[src/rtl/ahb_fir_regmap_if.sv]
// AHB-Lite bus bundle between a master and the FIR register map.
// Handshake: a transfer is accepted when hsel & hready & htrans[1]; hready low stalls the data phase.
interface ahb_fir_regmap_if #(
  parameter int ADDR_W = 6
) ();
  logic              hsel;
  logic [ADDR_W-1:0] haddr;
  logic [1:0]        htrans;
  logic [2:0]        hsize;
  logic              hwrite;
  logic [15:0]       hwdata;
  logic [15:0]       hrdata;
  logic              hready;
  logic              hresp;

  modport master (
    output hsel, haddr, htrans, hsize, hwrite, hwdata,
    input  hrdata, hready, hresp
  );

  modport slave (
    input  hsel, haddr, htrans, hsize, hwrite, hwdata,
    output hrdata, hready, hresp
  );
endinterface

[src/rtl/ahb_fir_regmap.sv]
// AHB-Lite register map for the FIR core: sample, coefficients, NCS flag, status and result.
// Optional overrun detection on sample writes is enabled by defining AHB_OVERRUN_DETECT_EN.
module ahb_fir_regmap #(
  parameter int  NUM_COEFF = 4,
  parameter int  ADDR_W    = 6,
  localparam int CIDX_W    = $clog2(NUM_COEFF)
) (
  input  logic              clk,
  input  logic              n_rst,
  ahb_fir_regmap_if.slave   bus,
  input  logic              modwait,
  input  logic              err,
  input  logic [15:0]       fir_out,
  input  logic [CIDX_W-1:0] coefficient_num,
  output logic [15:0]       sample_data,
  output logic [15:0]       fir_coefficient,
  output logic              data_ready,
  output logic              new_coefficient_set,
  output logic [1:0]        fsm_state
);
  localparam int            IW          = ADDR_W - 1;
  localparam logic [IW-1:0] IDX_SAMPLE  = IW'(2);
  localparam logic [IW-1:0] IDX_COEFF0  = IW'(3);
  localparam logic [IW-1:0] IDX_NCS     = IW'(3 + NUM_COEFF);

  typedef enum logic [1:0] {IDLE = 2'd0, ERR1 = 2'd1, ERR2 = 2'd2} state_t;
  state_t state, state_n;

  logic          hready_int, xfer_valid, bad, overrun, ovr_flag;
  logic [IW-1:0] a_idx, dp_idx;
  logic          dp_valid, dp_write, dp_size, dp_lo;
  logic [15:0]   lane_mask, rd_val, status_q, result_q;
  logic [15:0]   coeff [NUM_COEFF];
  logic          ncs, wr_en, sample_wr, ncs_wr;

  assign a_idx      = bus.haddr[ADDR_W-1:1];
  assign xfer_valid = bus.hsel & hready_int & bus.htrans[1];
  assign bad        = (bus.hsize[2:1] != 2'b00) | (bus.hsize[0] & bus.haddr[0]) |
                      (a_idx > IDX_NCS) | (bus.hwrite & (a_idx < IDX_SAMPLE)) | overrun;

`ifdef AHB_OVERRUN_DETECT_EN
  logic ovr_q;
  assign overrun  = bus.hwrite & (a_idx == IDX_SAMPLE) & (modwait | data_ready);
  assign ovr_flag = ovr_q;
  // A fresh overrun outranks the clear from a sample write committing on the same edge.
  always_ff @(posedge clk or negedge n_rst) begin
    if (!n_rst)                    ovr_q <= 1'b0;
    else if (xfer_valid & overrun) ovr_q <= 1'b1;
    else if (sample_wr)            ovr_q <= 1'b0;
  end
`else
  assign overrun  = 1'b0;
  assign ovr_flag = 1'b0;
`endif

  always_ff @(posedge clk or negedge n_rst) begin
    if (!n_rst) state <= IDLE;
    else        state <= state_n;
  end

  always_comb begin
    state_n = state;
    case (state)
      IDLE:    if (xfer_valid & bad) state_n = ERR1;
      ERR1:    state_n = ERR2;
      ERR2:    state_n = (xfer_valid & bad) ? ERR1 : IDLE;
      default: state_n = IDLE;
    endcase
  end

  assign hready_int = (state != ERR1);
  assign bus.hready = hready_int;
  assign bus.hresp  = (state != IDLE);
  assign fsm_state  = state;

  // Only good transfers reach a data phase, so errored ones never touch registers.
  always_ff @(posedge clk or negedge n_rst) begin
    if (!n_rst) begin
      dp_valid <= 1'b0;
      dp_write <= 1'b0;
      dp_size  <= 1'b0;
      dp_lo    <= 1'b0;
      dp_idx   <= '0;
    end else begin
      dp_valid <= xfer_valid & ~bad;
      if (xfer_valid) begin
        dp_write <= bus.hwrite;
        dp_size  <= bus.hsize[0];
        dp_lo    <= bus.haddr[0];
        dp_idx   <= a_idx;
      end
    end
  end

  always_comb begin
    lane_mask = 16'hFFFF;
    if (!dp_size) lane_mask = dp_lo ? 16'hFF00 : 16'h00FF;
  end

  assign wr_en     = dp_valid & dp_write;
  assign sample_wr = wr_en & (dp_idx == IDX_SAMPLE);
  assign ncs_wr    = wr_en & (dp_idx == IDX_NCS) & lane_mask[0];

  always_ff @(posedge clk or negedge n_rst) begin
    if (!n_rst) begin
      sample_data <= '0;
      for (int k = 0; k < NUM_COEFF; k++) coeff[k] <= '0;
      ncs         <= 1'b0;
      data_ready  <= 1'b0;
      status_q    <= '0;
      result_q    <= '0;
    end else begin
      status_q <= {6'b0, ovr_flag, err, 7'b0, modwait | ncs};
      result_q <= fir_out;
      if (sample_wr) sample_data <= (sample_data & ~lane_mask) | (bus.hwdata & lane_mask);
      for (int k = 0; k < NUM_COEFF; k++)
        if (wr_en && dp_idx == IDX_COEFF0 + IW'(k))
          coeff[k] <= (coeff[k] & ~lane_mask) | (bus.hwdata & lane_mask);
      // Bus write takes priority over the core's end-of-load clear.
      if (ncs_wr)                                                ncs <= bus.hwdata[0];
      else if (ncs && coefficient_num == CIDX_W'(NUM_COEFF - 1)) ncs <= 1'b0;
      if (sample_wr)    data_ready <= 1'b1;
      else if (modwait) data_ready <= 1'b0;
    end
  end

  assign new_coefficient_set = ncs;

  always_comb begin
    rd_val = '0;
    if (dp_idx == IW'(0))            rd_val = status_q;
    else if (dp_idx == IW'(1))       rd_val = result_q;
    else if (dp_idx == IDX_SAMPLE)   rd_val = sample_data;
    else if (dp_idx == IDX_NCS)      rd_val = {15'b0, ncs};
    for (int k = 0; k < NUM_COEFF; k++)
      if (dp_idx == IDX_COEFF0 + IW'(k)) rd_val = coeff[k];
  end

  assign bus.hrdata = (dp_valid & ~dp_write) ? (rd_val & lane_mask) : 16'h0000;

  always_comb begin
    fir_coefficient = '0;
    for (int k = 0; k < NUM_COEFF; k++)
      if (coefficient_num == CIDX_W'(k)) fir_coefficient = coeff[k];
  end
endmodule

[src/flat_wrapper.sv]
// flat-port wrapper written by rule: the top's interface ports become plain ports
module ahb_fir_regmap_flat 
#(
  parameter int  NUM_COEFF = 4,
  parameter int  ADDR_W    = 6,
  localparam int CIDX_W    = $clog2(NUM_COEFF)
)
  (clk, n_rst, modwait, err, fir_out, coefficient_num, sample_data, fir_coefficient, data_ready, new_coefficient_set, fsm_state, bus_hsel, bus_haddr, bus_htrans, bus_hsize, bus_hwrite, bus_hwdata, bus_hrdata, bus_hready, bus_hresp);
  ahb_fir_regmap_if #(.ADDR_W(ADDR_W)) bus_i ();
  input  logic clk;
  input  logic n_rst;
  input  logic modwait;
  input  logic err;
  input  logic [15:0] fir_out;
  input  logic [CIDX_W-1:0] coefficient_num;
  output logic [15:0] sample_data;
  output logic [15:0] fir_coefficient;
  output logic data_ready;
  output logic new_coefficient_set;
  output logic [1:0] fsm_state;
  input wire logic [$bits(bus_i.hsel)-1:0] bus_hsel;
  input wire logic [$bits(bus_i.haddr)-1:0] bus_haddr;
  input wire logic [$bits(bus_i.htrans)-1:0] bus_htrans;
  input wire logic [$bits(bus_i.hsize)-1:0] bus_hsize;
  input wire logic [$bits(bus_i.hwrite)-1:0] bus_hwrite;
  input wire logic [$bits(bus_i.hwdata)-1:0] bus_hwdata;
  output wire logic [$bits(bus_i.hrdata)-1:0] bus_hrdata;
  output wire logic [$bits(bus_i.hready)-1:0] bus_hready;
  output wire logic [$bits(bus_i.hresp)-1:0] bus_hresp;
  assign bus_i.hsel = bus_hsel;
  assign bus_i.haddr = bus_haddr;
  assign bus_i.htrans = bus_htrans;
  assign bus_i.hsize = bus_hsize;
  assign bus_i.hwrite = bus_hwrite;
  assign bus_i.hwdata = bus_hwdata;
  assign bus_hrdata = bus_i.hrdata;
  assign bus_hready = bus_i.hready;
  assign bus_hresp = bus_i.hresp;
  ahb_fir_regmap #(.NUM_COEFF(NUM_COEFF), .ADDR_W(ADDR_W)) u_core (.clk(clk), .n_rst(n_rst), .bus(bus_i), .modwait(modwait), .err(err), .fir_out(fir_out), .coefficient_num(coefficient_num), .sample_data(sample_data), .fir_coefficient(fir_coefficient), .data_ready(data_ready), .new_coefficient_set(new_coefficient_set), .fsm_state(fsm_state));
endmodule
[config.mk]
export PLATFORM = sky130hd
export DESIGN_NAME = ahb_fir_regmap_flat
export DESIGN_NICKNAME = d
export VERILOG_FILES = /design/src/rtl/ahb_fir_regmap_if.sv /design/src/rtl/ahb_fir_regmap.sv /design/src/flat_wrapper.sv
export SDC_FILE = /design/constraint.sdc
export NUM_CORES = 1
export LEC_CHECK = 0
export ABC_AREA = 0
export BUFFER_PORTS_ARGS = -buffer_cell sky130_fd_sc_hd__buf_2
export CORE_ASPECT_RATIO = 1.75
export CORE_MARGIN = 3
export CORE_UTILIZATION = 24
export CTS_BUF_LIST = sky130_fd_sc_hd__clkbuf_8 sky130_fd_sc_hd__clkbuf_16
export CTS_CLUSTER_SIZE = 30
export DETAILED_ROUTE_END_ITERATION = 10
export PLACE_DENSITY_LB_ADDON = 0.25
export SYNTH_ARGS = -nofsm -noshare
export SYNTH_HDL_FRONTEND = slang
export SYNTH_SLANG_ARGS = --single-unit
[constraint.sdc]
create_clock -name clk -period 2.2 [get_ports clk]
set_input_delay 0.44 -clock clk [delete_from_list [all_inputs] [get_ports clk]]
set_output_delay 0.44 -clock clk [all_outputs]
set_load 0.01 [all_outputs]
==> impl_results.md <==
* Unrepaired setup endpoints after global routing: yes
* Share of layout cells above drive strength 1 at 58.7%
* CTS Buffer Depth at 2
* Top achievable clock speed at ~0.40 GHz
* Cell depth of the worst flop-to-flop path at 8
* GR Util met3 at roughly 2.1%
* CP required at about 1.8 ns
* Largest net degree at the start of global routing at 46
* Grt met1 use at between 15 and 20%
* Total power after layout at 4.40 mW
* Crit-path max FO at 6
* Port Buffers at slightly above 100
* EDFF count, synth at 0
* First-pass GRT wire length at ~24000 um
* Syn Nets at approximately 400
* H-tree levels at 3
* Worst skew pair latency at approximately 0.35 ns
* Maxcap violations at 0
* DR WL/cell at just over 20 um
* Final ANT Viol Nets at 0
* Synthesis Warnings at 0
* Setup Crit Path Kind: flop to output port
* Top Usage Layer GRT: met2
* # setup viols final at 16
* Power Dens Cells at about 660 mW/mm^2
* Fillers at 2076
* Root Driver: clkbuf_16
* Tcrit/Tclk final at 113%
* DR iter-0 viols at 193
* Synthesized instance count at 361
* Vias per cell at 4.82
* Worst hold path type: primary input to asynchronous set/reset pin
* R2R Path Start: u_core.dp_idx[4]
* CTS Buf Count at 9
* Final hold vios at 0
* Met2 Use GR at 25.6%
* ANT cells at 0
* CTS Hold Bufs at 0
* DRC at 0
* CTS tree: yes
* Layout Cells excl Fill at ~750
* Post-synthesis sequential area ratio at between 50% and 60%
* VDD IR max at between 0.0003 and 0.0004 V
* Slew @ Worst Pin at 0.503 ns
* Global placement routability congestion at between 0.7 and 0.8
* Die area at 0.0232 mm^2
* Synthesized cell area at just over 0.005 mm^2
* Final setup margin at -0.279 ns
* Overall global routing resource usage at roughly 14%
* Max Slew Vio Count at 0
* CTS sink cnt at approximately 110
* Antenna violations before repair at 0
* Final HPWL DP at between 10000 and 15000 um
* Static Leakage at approximately 3.0 nW
* Crit end category: output port
* Crit path from: u_core.dp_idx[1]
* Row count at 70
* Worst Path Arrival at just over 2 ns
* Number of global-route vias before repair at 4071
* Post-synthesis register bit count at 111
* Starting Density at between 20% and 30%
* Slew HR at roughly two thirds
* Total gr overflow at 0
* Crit path to: bus_hrdata[0]
* Outcome: finished with violations
* Detailed Route WL at ~16000 um
* Area growth syn-to-layout at 30.2%
* Die W at 116 um
* Ys async rst share at 100%
* Top_reg_cell synth: dfrtp_1
* Failing checks: negative setup slack
* NumNets Final at between 500 and 600
* IO Pins at around 110
* Syn Area/Cell at around 14 um^2
* Core Area at roughly 0.021 mm^2
* Synth unique cells at between 40 and 50
* CP Launch Type: flop
* Worst Skew at 0.00857 ns
* Die H at approximately 200 um
* DRT Pass-1 Iters at 4
* Post-Place Cells at 730
* CTS clk-pin slew, worst paths at roughly 0.070 ns
* R2R Setup Slk at approximately 0.17 ns
* Total via count in the routed design at ~3600
* Post-layout minimum cycle time at ~2.5 ns
[cells in the final DEF (no fill, tap or decap), types with 2 or more instances in the layout]
| master | synthesis | layout |
|---|---|---|
| dfrtp_1 | 111 | 108 |
| buf_2 | 9 | 102 |
| mux2_2 | 90 | 90 |
| a22oi_1 | 44 | 38 |
| buf_4 | 4 | 27 |
| mux4_2 | 16 | 16 |
| a31oi_1 | 14 | 14 |
| buf_12 | 0 | 11 |
| clkbuf_16 | 0 | 9 |
| nand2_1 | 8 | 8 |
| a22oi_2 | 0 | 6 |
| nor2_1 | 6 | 5 |
| inv_1 | 4 | 5 |
| buf_6 | 0 | 5 |
| nor2_4 | 3 | 3 |
| nor2_2 | 2 | 3 |
| clkinv_2 | 0 | 3 |
| dfrtp_2 | 0 | 3 |
| or2_2 | 2 | 2 |
| and3_4 | 0 | 2 |
| and3_1 | 4 | 2 |
| nor3_4 | 2 | 2 |
| o21ai_1 | 1 | 2 |
| a21oi_2 | 0 | 2 |
| nand2b_1 | 2 | 2 |
| mux2i_1 | 2 | 2 |
| nor3b_1 | 2 | 2 |
| or4_1 | 2 | 2 |
| and2_1 | 2 | 2 |
| nand3_1 | 2 | 2 |
[metal layers]
layer	up-vias	routed length, um
met5	-	0
met4	0	308
met3	16	591
met2	95	8710
met1	1857	5960
li1	1658	-
[cells in the mapped netlist, types with 3 or more instances]
library cell | n | area share (%)
buf_4 | 4 | 0.59
a31oi_1 | 14 | 1.7
mux4_2 | 16 | 7.0
a22oi_1 | 44 | 6.4
nand2_1 | 8 | 0.59
nor2_4 | 3 | 0.66
mux2_2 | 90 | 20
nor2_1 | 6 | 0.44
clkbuf_1 | 6 | 0.44
dfrtp_1 | 111 | 54
a21oi_1 | 3 | 0.29
inv_1 | 4 | 0.29
and3_1 | 4 | 0.49
buf_2 | 9 | 0.88
[logic make-up (layout without fill, tap and decap cells)]
logic type      after synthesis  in the layout  share of synthesized area, %
buf+inv                      25            165                          2.34
simple gates                 47             47                          6.47
flops                       111            111                          54.2
compound gates               70             70                          9.81
mux                         108            108                          27.2
[critical path, stage by stage, from the launching register on]
cell	delay, ns
dfrtp_2	0.46
mux2i_1	0.14
o32ai_1	0.25
nor3b_1	0.09
or4_1	0.45
a21oi_2	0.15
buf_2	0.15
[power breakdown]
group          switching, mW  leakage, nW  total, mW  internal [mW]
clock                  0.742        0.146       1.62          0.875
combinational          0.298         1.44      0.586          0.287
sequential            0.0799         1.43       2.20           2.12
[how the worst min path moves through the flow]
stage,endpoint,slack (ns)
2_1_floorplan,asynchronous set/reset pin,0.14
3_3_place_gp,asynchronous set/reset pin,0.43
3_5_place_dp,asynchronous set/reset pin,0.44
4_1_cts,asynchronous set/reset pin,0.06
5_1_grt,asynchronous set/reset pin,0.08
6_report,asynchronous set/reset pin,0.05
[per-stage QoR]
stage | setup TNS, ns | util (%) | area, um^2 | setup WS (ns) | hold WS [ns]
after floorplan | 0 | - | 5130 | 0.158 | 0.144
after global placement | -0.0240 | 29.7 | 6220 | -0.0230 | 0.426
after detailed placement | -0.00391 | 29.7 | 6220 | -0.00391 | 0.440
after CTS | -3.86 | 31.8 | 6660 | -0.296 | 0.0604
after global routing | -5.37 | 31.9 | 6670 | -0.396 | 0.0762
final | -3.35 | 31.9 | 6670 | -0.279 | 0.0478
[layout make-up]
class	instances	area, um^2	share of cell area (%)
repair buffers	145	990	14.8
clock inverters	7	65.1	0.975
well taps	252	315	4.73
inverters	4	15.0	0.225
multi-input cells	225	2280	34.2
clock buffers	9	225	3.38
flip-flops and latches	111	2780	41.7
[repair_timing]
action / in CTS / in global routing
pin swaps: 8 / 6
gates cloned: 1 / 0
endpoints found under the setup margin: 16 / 16
setup buffers: 5 / 2
gates resized for setup: 20 / 7
No activity file was read; power rests on OpenSTA's default activity.
